===== src/rtl/delay_line_prog.sv =====
// Multi-channel register delay line with run-time programmable depth (0..DN CE cycles).
// A valid bit travels with the data and is masked until the line has refilled.
module delay_line_prog #(
   parameter int SW       = 8,
   parameter int NCH      = 2,
   parameter int DN       = 16,
   parameter int DLY_INIT = 6,
   localparam int DW      = $clog2(DN + 1)
) (
   input  logic                Ck,
   input  logic                Rst,
   input  logic                CE,
   input  logic [NCH*SW-1:0]   DI,
   input  logic                VI,
   input  logic [DW-1:0]       Dly,
   input  logic                Dly_ld,
   input  logic                Flush,
   output logic [NCH*SW-1:0]   DO,
   output logic                VO,
   output logic                Rdy,
   output logic                Dly_err
);

   localparam logic [DW-1:0] DN_D   = DW'(DN);
   localparam logic [DW-1:0] INIT_D = DW'(DLY_INIT);

   logic [NCH*SW-1:0] sr_reg [DN];
   logic [DN-1:0]     vs_reg;
   logic [DW-1:0]     dly_reg;
   logic [DW-1:0]     cnt_reg;
   logic              err_reg;
   logic [NCH*SW-1:0] data_sel;
   logic              valid_sel;
   logic              rdy;

   // Each stage is its own register; flush clears only the valid bits.
   generate
      for (genvar gi = 0; gi < DN; gi++) begin : g_stage
         always_ff @(posedge Ck or posedge Rst) begin
            if (Rst) begin
               sr_reg[gi] <= '0;
               vs_reg[gi] <= 1'b0;
            end else begin
               if (CE) begin
                  if (gi == 0) begin
                     sr_reg[gi] <= DI;
                     vs_reg[gi] <= VI;
                  end else begin
                     sr_reg[gi] <= sr_reg[(gi == 0) ? 0 : gi - 1];
                     vs_reg[gi] <= vs_reg[(gi == 0) ? 0 : gi - 1];
                  end
               end
               if (Flush) begin
                  vs_reg[gi] <= 1'b0;
               end
            end
         end
      end
   endgenerate

   // A load or flush restarts the fill count; the edge that carries it is not counted.
   always_ff @(posedge Ck or posedge Rst) begin
      if (Rst) begin
         dly_reg <= INIT_D;
         cnt_reg <= '0;
         err_reg <= 1'b0;
      end else begin
         if (Dly_ld) begin
            dly_reg <= (Dly > DN_D) ? DN_D : Dly;
            if (Dly > DN_D) begin
               err_reg <= 1'b1;
            end
         end
         if (Dly_ld || Flush) begin
            cnt_reg <= '0;
         end else if (CE && (cnt_reg < dly_reg)) begin
            cnt_reg <= cnt_reg + 1'b1;
         end
      end
   end

   always_comb begin
      data_sel  = DI;
      valid_sel = VI;
      for (int k = 0; k < DN; k++) begin
         if (dly_reg == DW'(k + 1)) begin
            data_sel  = sr_reg[k];
            valid_sel = vs_reg[k];
         end
      end
   end

   assign rdy     = (cnt_reg == dly_reg);
   assign DO      = data_sel;
   assign VO      = valid_sel & rdy;
   assign Rdy     = rdy;
   assign Dly_err = err_reg;

endmodule


===== config.mk =====
export PLATFORM = sky130hd
export DESIGN_NAME = delay_line_prog
export DESIGN_NICKNAME = d
export VERILOG_FILES = /design/src/rtl/delay_line_prog.sv
export SDC_FILE = /design/constraint.sdc
export NUM_CORES = 1
export LEC_CHECK = 0
export ABC_AREA = 1
export CAP_MARGIN = 20
export CORE_AREA = 2 2 153 155
export CTS_CLUSTER_SIZE = 14
export DETAILED_ROUTE_END_ITERATION = 7
export DIE_AREA = 0 0 155 157
export PLACE_DENSITY = 0.8
export SYNTH_ARGS = -nofsm -noshare
export SYNTH_HDL_FRONTEND = slang
export SYNTH_SLANG_ARGS = --single-unit

===== constraint.sdc =====
create_clock -name Ck -period 15 [get_ports Ck]
set_clock_uncertainty 0.15 [all_clocks]
set_input_delay 4.5 -clock Ck [delete_from_list [all_inputs] [get_ports Ck]]
set_output_delay 4.5 -clock Ck [all_outputs]
set_load 0.03 [all_outputs]

== Word-level counts from Yosys, hierarchy flattened ==
Cells that the tools add are included.
Storage, ports and cells
  bits in registers: 283
  output and inout port bits: 19
Operators by class
  reductions and logical operators: 5
  eq/ne operators: 17
  mux-type cells: 67
  order comparisons: 2
  bitwise gates (word level): 1
  $add $sub $neg: 1
Operators with widths (count)
  16-bit 2-to-1 mux: 16
  1-bit 2-to-1 mux: 48
  5-bit by 4-bit == test with 1-bit output, second input constant: 8
  5-bit by 3-bit == test with 1-bit output, second input constant: 4
  5-bit 2-to-1 mux: 3
  5-bit by 2-bit == test with 1-bit output, second input constant: 2
  5-bit by 1-bit adder with 5-bit output, second input constant: 1
  5-bit by 1-bit == test with 1-bit output, second input constant: 1
  5-bit == test: 1
  5-bit == test, second input constant: 1
  5-bit > comparator, second input constant: 1
  5-bit less-than comparator: 1
  2-bit nonzero test: 2
  2-bit AND reduction: 1
  1-bit AND: 1
  1-bit logical AND: 1
  1-bit logical OR: 1

== Longest topological paths before layout ==
Gate-level depths: netlist of the first run.
  depth after elaboration: 18
  gate-level depth with buffers: 23
  depth with buffers taken out: 23

== Worst setup path after synthesis of the first run ==
OpenSTA, ideal clock, no wires.
  kind: in2out
  start point: input VI
  end point: output VO
  path buffers: 0
  path slack: 4.668 ns
  stages on the path: 18
  data required time: 10.350 ns
  data arrival time: 5.682 ns
  path through: inv_1 > nand2_1 > nand3_1 > nand2_1 > nand3_1 > nand3_1 > nand3_1 > nand2_1 > nand2_1 > nand3_1 > nand3_1 > nand2_1 > nand2_1 > nand2_1 > nand2_1 > nand2_1 > nand2_1 > a21oi_2
On the way
  cells in the longest elaborated chain, start to end: 17
RTL lines
  start, declared: line 14  | input logic VI,
  1-bit 2-to-1 mux (16 in a row): line 86  | if (dly_reg == DW'(k + 1)) begin
  1-bit AND: line 95  | assign VO = valid_sel & rdy;
  end, declared: line 19  | output logic VO,
No other way between the ends.

== Worst setup path after layout of the first run ==
  start point: input DI[14]
  end point: output DO[14]
On the way
  cells in the longest elaborated chain, start to end: 16
RTL lines
  start, declared: line 13  | input logic [NCH*SW-1:0] DI,
  16-bit 2-to-1 mux (16 in a row): line 86
  end, declared: line 18  | output logic [NCH*SW-1:0] DO,
No other way between the ends.

==> results.ini, run 1 <==
[status]
outcome = complete, no violations

[detailed_routing]
drc = 0
drt_iter0_drc = 1045
drtAntennaViolNets = 0
via_count = 11700
wl_met2_mm = 16.1
met1_length_mm = 14.4
routed.top_layer = met4
wl_per_cell_um = 15.4
dr_wl_met3_mm = 1.39
first_pass_iters = 5
via_per_inst = 5.48
wl_mm = 32.9

[power]
peakVddDrop_uv = 93.9
p_seq_frac = 0.475
comb_power_share = 0.159
p_int_w = 0.00139
p_per_area_mw_per_mm2 = 128
cellLeakagePower_nw = 7.36
switchingPower_w = 0.000571
p_sw_frac = 0.291
power.share.clock = 0.366

[worst_setup_path]
worst_r2r_endpoint = cnt_reg[4]
crit_path_top_delay_cell = clkdlybuf4s50_1
ff2ff_setup_slack_ns = 12.39
critPathCaptureType = output port
crit_path_cell_trace = clkdlybuf4s50_1 -> inv_1 -> nand2_1 -> o21ai_0 -> o21ai_1 -> o211ai_1 -> nand3_1 -> nand2_1 -> nand2_1 -> nand2_1 -> nand2_1 -> nand2_1 -> nand2_1 -> nand3_1 -> nand3_1 -> nand2_1 -> nand2_1 -> nand2_1 -> nand2_1 -> clkdlybuf4s50_1
crit_type = input port to output port
r2r_cells = 8
critPathMaxFanout = 2
max_stage_delay_ns = 0.69
required_ns = 10.35
startpoint_type = input port
path_common_cell = nand2_1
arrival_ns = 7.21
cp-startpoint = DI[14]
crit_end = DO[14]
rr_startpoint = dly_reg[4]

[timing]
setup_ws_ns = 3.14
hold_viol = 0
finalSetupViolations = 0
finalCriticalPeriod_ns = 11.86
hold-worst-slack_ns = 0.316
worstMarginPinSlew_ns = 1.06
timing.final.crit_share = 0.790
setup_tns_ns = 0
rsz0062_at_grt = false
slew_violations = 0
relSlewSlack = 0.290
fmax_mhz = 84.3

[finish]
diodes = 0
fin_cells = 2131
nets = 1855
drive_gt1_frac = 0.0509
fin_area_mm2 = 0.0154
synthToLayoutAreaGrowth_pct = 10.5
largest_register_ffs = 256

[synth]
ys_seq_elements = 283
synth_area_per_cell_um2 = 7.61
synth_area_leaders = dfrtp_1 (50%), nand2_1 (16%), o21ai_0 (12%)
synth_top_area_frac = 0.505
yosysTopAreaCell = dfrtp_1
synth_warnings = 0
synth_common_cells = nand2_1 (582), o21ai_0 (334), dfrtp_1 (281)
synth_most_common_cell = nand2_1
synth_edf_count = 0
ys_seq_area_frac = 0.509
syn_area_mm2 = 0.0139
synth-main-ff-cell = dfrtp_1
syn-num-nets = 1862
synthCells = 1829
synth_cell_type_count = 38
synthArstFlopShare = 1.00

[clock_tree]
ctsResizeCount = 0
cts_buffers = 30
hold_buffers = 0
cts_tree = done
clkLatencyLatePin_ns = 0.56
cts_htree_levels = 1
postCtsSetupRepairBufs = 0
cts_root_buf = clkbuf_16
clk_pin_slew_worst_paths_ns = 0.06
cts_max_path_buffers = 3
cts_sinks = 283

[grt]
grt_start_max_net_pins = 143
grt_use_total = 0.282
antenna_found_initial = 0
grt_pass1_vias = 11500
overflow = 0
grt_pass1_wl_mm = 56.1

[floorplanning]
die_area_mm2 = 0.0243
die_x_um = 155
core-area_mm2 = 0.0225
row_count = 55
initial_core_util = 0.619
top_level_ports = 46
die_y_um = 157

[min_path]
hold_path_class = register to register

[placement]
hpwlAfterDp_mm = 21.0
placed_cells = 2074
place_ws_ns = 3.15
place_congestion = 0.817
port_buffers = 45
place_area_mm2 = 0.0144

[flow_run]
max-cap-violations = 0

==> critical path: cells and delay by family <==
kind | cells | cell delay, ns
AO/OA/AOI/OAI | 3 | 0.38
buffers and inverters | 3 | 1.20
AND/OR/NAND/NOR | 14 | 1.11
==> power groups by stage <==
stage / logic (W) / clock network, W / registers (W)
after global placement: 0.000301 / 0 / 0.000939
after global routing: 0.000360 / 0.000759 / 0.000944
after CTS: 0.000313 / 0.000727 / 0.000932
final: 0.000313 / 0.000718 / 0.000933
after floorplan: 0.000219 / 0 / 0.000926
after detailed placement: 0.000310 / 0 / 0.000944
==> stage by stage <==
step	total power, W	utilization
floorplan	0.00115	-
global placement	0.00124	0.640
detailed placement	0.00125	0.640
CTS	0.00197	0.683
global route	0.00206	0.684
finish	0.00196	0.684
==> layout by cell type (no fill, tap or decap), drive strengths merged, types with 2 or more instances in the layout <==
cell type	Yosys	final
clkinv	1	4
inv	284	284
nand2	585	585
nand4	4	4
nor2	22	22
clkdlybuf4s50	0	44
a21oi	73	73
nor4	3	3
o211ai	11	11
o22ai	15	15
buf	27	13
nor3	2	2
dfrtp	281	281
dfstp	2	2
ha	6	6
nand3	98	98
o21ai	340	340
clkbuf	70	52
==> per-layer routing <==
layer | vias up | GRT usage
met5 | - | 0
met4 | 0 | 0.104
met3 | 56 | 0.0303
met2 | 334 | 0.477
met1 | 5549 | 0.380
li1 | 5741 | -
==> kinds of logic (layout without fill, tap and decap cells) <==
group / Yosys count / in the layout / share of synthesized area
flip-flops: 283 / 283 / 0.509
XOR/XNOR: 1 / 1 / 0.000629
buffers and inverters: 382 / 399 / 0.108
AND/OR/NAND/NOR: 716 / 716 / 0.212
AO/OA/AOI/OAI: 441 / 441 / 0.165
adder cells (fa/ha/maj): 6 / 6 / 0.00539
==> cell type report <==
cell class / instances / area (um^2)
inverter: 285 / 1080
sequential: 283 / 7080
timing repair buffer: 58 / 572
tap: 285 / 357
clock inverter: 5 / 63.8
clock buffer: 51 / 900
fill: 1811 / 7110
multi-input combinational: 1164 / 5340
==> how the worst min path moves through the flow <==
stage / startpoint / to / slack (ns) / cells past startpoint
final: Dly_err / Dly_err / 0.32 / 1
after global routing: Dly_err / Dly_err / 0.33 / 1
after CTS: Dly_err / Dly_err / 0.32 / 1
after detailed placement: Dly_err / Dly_err / 0.30 / 1
after global placement: Dly_err / Dly_err / 0.29 / 1
after floorplan: sr_reg[120] / sr_reg[104] / 0.30 / 2
No activity file was read; power rests on OpenSTA's default activity.
==> run 2: changes to the inputs <==
==> constraint.sdc (replaced) <==
create_clock -name Ck -period 11.6 [get_ports Ck]
set_clock_uncertainty 0.15 [all_clocks]
set_input_delay 3.48 -clock Ck [delete_from_list [all_inputs] [get_ports Ck]]
set_output_delay 3.48 -clock Ck [all_outputs]
set_load 0.03 [all_outputs]
==> run 2 against run 1 <==
Total power up 28%. Via count decreased by 0.39%. Critical endpoint unchanged. Worst setup slack worse by 1.4 ns. Worst hold slack got worse by 0.0056 ns. Combinational power up 29%. Sequential cell count did not move. Critical path depth did not move. Largest power group unchanged.
==> results.ini, run 2 (synthesis gave the netlist of run 1 again) <==
[detailed_routing]
first_pass_iters = 7  ; was 5
via_count = 11600  ; was 11700
wl_mm = 32.7  ; was 32.9 mm
drt_iter0_drc = 1071  ; was 1045
via_per_inst = 5.47  ; was 5.48
drtAntennaViolNets = 0  ; unchanged
drc = 0  ; unchanged
wl_per_cell_um = 15.4  ; about the same

[worst_setup_path]
crit_path_top_delay_cell = clkdlybuf4s50_1  ; unchanged
critPathMaxFanout = 2  ; unchanged
arrival_ns = 6.24  ; was 7.21 ns
ff2ff_setup_slack_ns = 9.10  ; was 12.39 ns
max_stage_delay_ns = 0.69  ; about the same
worst_r2r_endpoint = cnt_reg[4]  ; unchanged
crit_type = input port to output port  ; unchanged
critPathCaptureType = output port  ; unchanged
rr_startpoint = dly_reg[4]  ; unchanged
crit_path_cell_trace = clkdlybuf4s50_1 -> inv_1 -> nand2_1 -> o21ai_0 -> o21ai_1 -> o211ai_1 -> nand3_1 -> nand2_1 -> nand2_1 -> nand2_1 -> nand2_1 -> nand2_1 -> nand2_1 -> nand3_1 -> nand3_1 -> nand2_1 -> nand2_1 -> nand2_1 -> nand2_1 -> clkdlybuf4s50_1  ; unchanged
required_ns = 7.97  ; was 10.35 ns
r2r_cells = 8  ; unchanged
path_common_cell = nand2_1  ; unchanged
startpoint_type = input port  ; unchanged

[clock_tree]
cts_sinks = 283  ; unchanged
cts_max_path_buffers = 3  ; unchanged
cts_root_buf = clkbuf_16  ; unchanged
cts_buffers = 30  ; unchanged
postCtsSetupRepairBufs = 0  ; unchanged
ctsResizeCount = 0  ; unchanged
cts_tree = done  ; unchanged
hold_buffers = 0  ; unchanged
cts_htree_levels = 1  ; unchanged
clkLatencyLatePin_ns = 0.56  ; about the same
clk_pin_slew_worst_paths_ns = 0.06  ; about the same

[timing]
hold-worst-slack_ns = 0.310  ; was 0.316 ns
rsz0062_at_grt = false  ; unchanged
relSlewSlack = 0.243  ; was 0.290
finalSetupViolations = 0  ; unchanged
fmax_mhz = 101
finalCriticalPeriod_ns = 9.87
timing.final.crit_share = 0.851
hold_viol = 0  ; unchanged
setup_tns_ns = 0  ; unchanged
worstMarginPinSlew_ns = 1.14  ; was 1.06 ns
slew_violations = 0  ; unchanged

[grt]
grt_start_max_net_pins = 180  ; was 143
grt_use_total = 0.275  ; was 0.282
overflow = 0  ; unchanged
antenna_found_initial = 0  ; unchanged
grt_pass1_wl_mm = 54.6  ; was 56.1 mm
grt_pass1_vias = 11000  ; was 11500

[finish]
final_util = 0.682  ; was 0.684
largest_register_ffs = 256  ; unchanged
layout_common_cells = nand2_1 (582), o21ai_0 (334), dfrtp_1 (281), inv_1 (275), nand3_1 (95)  ; unchanged
drive_gt1_frac = 0.0505  ; was 0.0509
layout_commonest_cell = nand2_1  ; unchanged
synthToLayoutAreaGrowth_pct = 10.1  ; was 10.5%
diodes = 0  ; unchanged
multi_input_area_mm2 = 0.00534  ; unchanged
nets = 1853  ; was 1855
register_area_mm2 = 0.00708  ; unchanged
fillers = 1860  ; was 1811

[placement]
port_buffers = 45  ; unchanged
place_congestion = 0.814  ; was 0.817
hpwlAfterDp_mm = 20.6  ; was 21.0 mm

[min_path]
worstHoldPathCells = 1  ; unchanged
hold_start = Dly_err  ; unchanged
hold_path_class = register to register  ; unchanged
min_to = Dly_err  ; unchanged

[power]
p_per_area_mw_per_mm2 = 164  ; was 128 mW/mm^2
cellLeakagePower_nw = 7.34  ; was 7.36 nW
peakVddDrop_uv = 140  ; was 93.9 uV

[floorplanning]
core-area_mm2 = 0.0225  ; unchanged
die_area_mm2 = 0.0243  ; unchanged
initial_core_util = 0.619  ; unchanged
die_y_um = 157  ; unchanged
die_x_um = 155  ; unchanged
row_count = 55  ; unchanged
top_level_ports = 46  ; unchanged

[status]
outcome = complete, no violations  ; unchanged

[flow_run]
max-cap-violations = 0  ; unchanged

-- run 2: cell type report --
class                   instances  share of cell area
flip-flops and latches        283               0.462
multi-input cells            1164               0.348
inverters                     285              0.0706
clock buffers                  44              0.0556
repair buffers                 56              0.0358
well taps                     285              0.0232
clock inverters                 8             0.00498
-- run 2: through the flow --
step | total power [W] | cell area [um^2] | instances | worst slack, ns
2_1_floorplan | 0.00148 | 13900 | 1829 | 0.166
3_3_place_gp | 0.00160 | 14400 | 2073 | 1.82
3_5_place_dp | 0.00162 | 14400 | 2073 | 1.77
4_1_cts | 0.00253 | 15300 | 2125 | 1.73
5_1_grt | 0.00264 | 15300 | 2125 | 1.56
6_report | 0.00252 | 15300 | 2125 | 1.73
-- run 2: layer usage --
layer,vias to the layer above,wire (um),global-route usage,part of all wire
met1,5484,14400,0.380,0.44
met3,59,1530,0.0259,0.047
li1,5756,-,-,-
met4,0,991,0.0926,0.030
met2,335,15700,0.461,0.48
met5,-,0,0,0
-- run 2: critical path: cells and delay by family --
family / cells / cell delay, ns
and+or+nand+nor: 14 / 1.15
AOI/OAI and AO/OA: 3 / 0.38
buffers and inverters: 3 / 1.21
-- run 2: where the power goes --
| group | switching (W) | internal [W] | total [W] |
|---|---|---|---|
| clock | 0.000384 | 0.000528 | 0.000912 |
| combinational | 0.000272 | 0.000132 | 0.000403 |
| sequential | 0.0000832 | 0.00112 | 0.00121 |
-- run 2: worst max-delay path by stage --
stage                      start  endpoint  slack [ns]  depth (start not counted)
final                     DI[14]    DO[14]        1.73                         20
after global routing       DI[5]     DO[5]        1.56                         20
after CTS                 DI[14]    DO[14]        1.73                         20
after detailed placement  DI[14]    DO[14]        1.77                         20
after global placement     DI[5]     DO[5]        1.82                         20
after floorplan              Rst   Dly_err        0.17                          1
==> run 3: changes to the inputs <==
--- a/config.mk
+++ b/config.mk
@@ -7,11 +7,12 @@
 export LEC_CHECK = 0
 export ABC_AREA = 1
 export CAP_MARGIN = 20
-export CORE_AREA = 2 2 153 155
+export CORE_AREA = 2 2 156 158
 export CTS_CLUSTER_SIZE = 14
 export DETAILED_ROUTE_END_ITERATION = 7
-export DIE_AREA = 0 0 155 157
-export PLACE_DENSITY = 0.8
+export DIE_AREA = 0 0 158 160
+export PLACE_DENSITY = 0.77
+export RECOVER_POWER = 100
 export SYNTH_ARGS = -nofsm -noshare
 export SYNTH_HDL_FRONTEND = slang
 export SYNTH_SLANG_ARGS = --single-unit
==> run 3 against run 2 <==
The flow now finishes with violations (capacitance limit, slew limit). Largest cell class unchanged. Combinational power fell by 1%. Die area rose by 3.9%. Register-to-register slack barely moved. Global-route usage fell by 0.79 points. Wire length rose by 0.30%. Critical path depth fell by 13. Largest power group unchanged. Final area rose by 0.34%.
==> results.ini, run 3 (synthesis gave the netlist of run 1 again) <==
[power]
comb_power_share = 0.157  ; was 0.160
p_int_w = 0.00181  ; was 0.00178 W
cellLeakagePower_nw = 7.35  ; was 7.34 nW
switchingPower_w = 0.000741  ; was 0.000739 W
p_per_area_mw_per_mm2 = 165  ; was 164 mW/mm^2
peakVddDrop_uv = 135  ; was 140 uV
p_sw_frac = 0.291  ; was 0.293
p_seq_frac = 0.474  ; was 0.478
power.share.clock = 0.369  ; was 0.362
power.total_w = 0.00255  ; was 0.00252 W

[finish]
nets = 1854  ; was 1853
drive_gt1_frac = 0.0504  ; was 0.0505
diodes = 0  ; unchanged
layout_common_cells = nand2_1 (582), o21ai_0 (334), dfrtp_1 (281), inv_1 (275), nand3_1 (95)  ; unchanged
largest_register_ffs = 256  ; unchanged
fillers = 2095  ; was 1860
layout_commonest_cell = nand2_1  ; unchanged
synthToLayoutAreaGrowth_pct = 10.5  ; was 10.1%

[floorplanning]
die_x_um = 158  ; was 155 um
row_count = 57  ; was 55
core-area_mm2 = 0.0238  ; was 0.0225 mm^2
die_area_mm2 = 0.0253  ; was 0.0243 mm^2
top_level_ports = 46  ; unchanged
initial_core_util = 0.585  ; was 0.619
die_y_um = 160  ; was 157 um

[timing]
rsz0062_at_grt = false  ; unchanged
slew_violations = 813  ; was 0
fmax_mhz = 100  ; was 101 MHz
setup_tns_ns = 0  ; unchanged
hold_viol = 0  ; unchanged
relSlewSlack = -1.87  ; was 0.243
timing.final.crit_share = 0.860  ; was 0.851
finalCriticalPeriod_ns = 9.98  ; was 9.87 ns
finalSetupViolations = 0  ; unchanged
worstMarginPinSlew_ns = 4.31  ; was 1.14 ns

[detailed_routing]
drc = 0  ; unchanged
first_pass_iters = 7  ; unchanged
via_count = 11500  ; was 11600
drt_iter0_drc = 1207  ; was 1071
via_per_inst = 5.32  ; was 5.47
wl_mm = 32.8  ; was 32.7 mm
drtAntennaViolNets = 0  ; unchanged
wl_per_cell_um = 15.1  ; was 15.4 um

[clock_tree]
cts_htree_levels = 1  ; unchanged
clkLatencyLatePin_ns = 0.55  ; was 0.56 ns
cts_sinks = 283  ; unchanged
ctsResizeCount = 0  ; unchanged
cts_root_buf = clkbuf_16  ; unchanged
cts_tree = done  ; unchanged
postCtsSetupRepairBufs = 0  ; unchanged
clk_pin_slew_worst_paths_ns = 0.06  ; about the same
hold_buffers = 0  ; unchanged
cts_buffers = 30  ; unchanged
cts_max_path_buffers = 3  ; unchanged

[worst_setup_path]
required_ns = 11.91  ; was 7.97 ns
critPathCaptureType = register  ; was output port
r2r_cells = 8  ; unchanged
arrival_ns = 10.29  ; was 6.24 ns
critPathMaxFanout = 106  ; was 2
ff2ff_setup_slack_ns = 9.10  ; about the same
startpoint_type = input port  ; unchanged
crit_type = input port to register  ; was input port to output port

[grt]
grt_use_total = 0.267  ; was 0.275
grt_pass1_wl_mm = 54.9  ; was 54.6 mm
overflow = 0  ; unchanged
grt_start_max_net_pins = 262  ; was 180
antenna_found_initial = 0  ; unchanged
grt_pass1_vias = 11000  ; about the same

[placement]
place_congestion = 0.846  ; was 0.814
hpwlAfterDp_mm = 21.1  ; was 20.6 mm
port_buffers = 45  ; unchanged

[min_path]
hold_path_class = register to register  ; unchanged
worstHoldPathCells = 1  ; unchanged

[status]
failed_checks = capacitance limit, slew limit
outcome = finished with violations  ; was complete, no violations

[flow_run]
max-cap-violations = 8  ; was 0

run 3: worst max-delay path: stages:
cell        delay, ns
clkbuf_1         1.22
clkinvlp_2       3.20
or2_2            1.25
nor4_1           0.53
inv_1            0.19
o21ai_0          0.16
nor3b_1          0.19
run 3: layer usage:
| layer | GRT usage | wire (um) | part of all wire | up-vias |
|---|---|---|---|---|
| met5 | 0 | 0 | 0 | - |
| met2 | 0.441 | 15700 | 0.48 | 345 |
| met1 | 0.375 | 14500 | 0.44 | 5378 |
| met4 | 0.0815 | 868 | 0.026 | 0 |
| li1 | - | - | - | 5753 |
| met3 | 0.0266 | 1690 | 0.051 | 58 |
run 3: path summary, 6_finish.rpt:
path / to / startpoint
max: cnt_reg[4] / CE
min in group asynchronous: sr_reg[51] / Rst
min reg2reg: Dly_err / Dly_err
max reg2reg: cnt_reg[4] / dly_reg[2]
min: Dly_err / Dly_err
max in group asynchronous: sr_reg[224] / Rst
run 3: through the flow:
| step | util | setup WS [ns] | hold WS (ns) | instances | area [um^2] |
|---|---|---|---|---|---|
| 3_5_place_dp | 0.607 | 1.81 | 0.304 | 2113 | 14500 |
| 5_1_grt | 0.646 | 0.850 | 0.334 | 2168 | 15400 |
| 2_1_floorplan | - | 0.166 | 0.303 | 1829 | 13900 |
| 3_3_place_gp | 0.607 | 1.81 | 0.288 | 2113 | 14500 |
| 6_report | 0.646 | 1.62 | 0.306 | 2168 | 15400 |
| 4_1_cts | 0.648 | 1.78 | 0.318 | 2168 | 15400 |
run 3: area by class of cell:
class / count / area, um^2 / area share
clock buffers: 46 / 902 / 0.0586
clock inverters: 9 / 75.1 / 0.00488
inverters: 285 / 1070 / 0.0697
multi-input cells: 1164 / 5340 / 0.347
flip-flops and latches: 283 / 7080 / 0.460
well taps: 324 / 405 / 0.0263
repair buffers: 57 / 518 / 0.0337
run 3: power groups by stage:
stage          Clock (W)  Sequential [W]  Combinational (W)
6_report        0.000940         0.00121           0.000399
3_5_place_dp           0         0.00122           0.000403
5_1_grt         0.000997         0.00122           0.000459
4_1_cts         0.000954         0.00120           0.000406
3_3_place_gp           0         0.00121           0.000392
2_1_floorplan          0         0.00120           0.000284
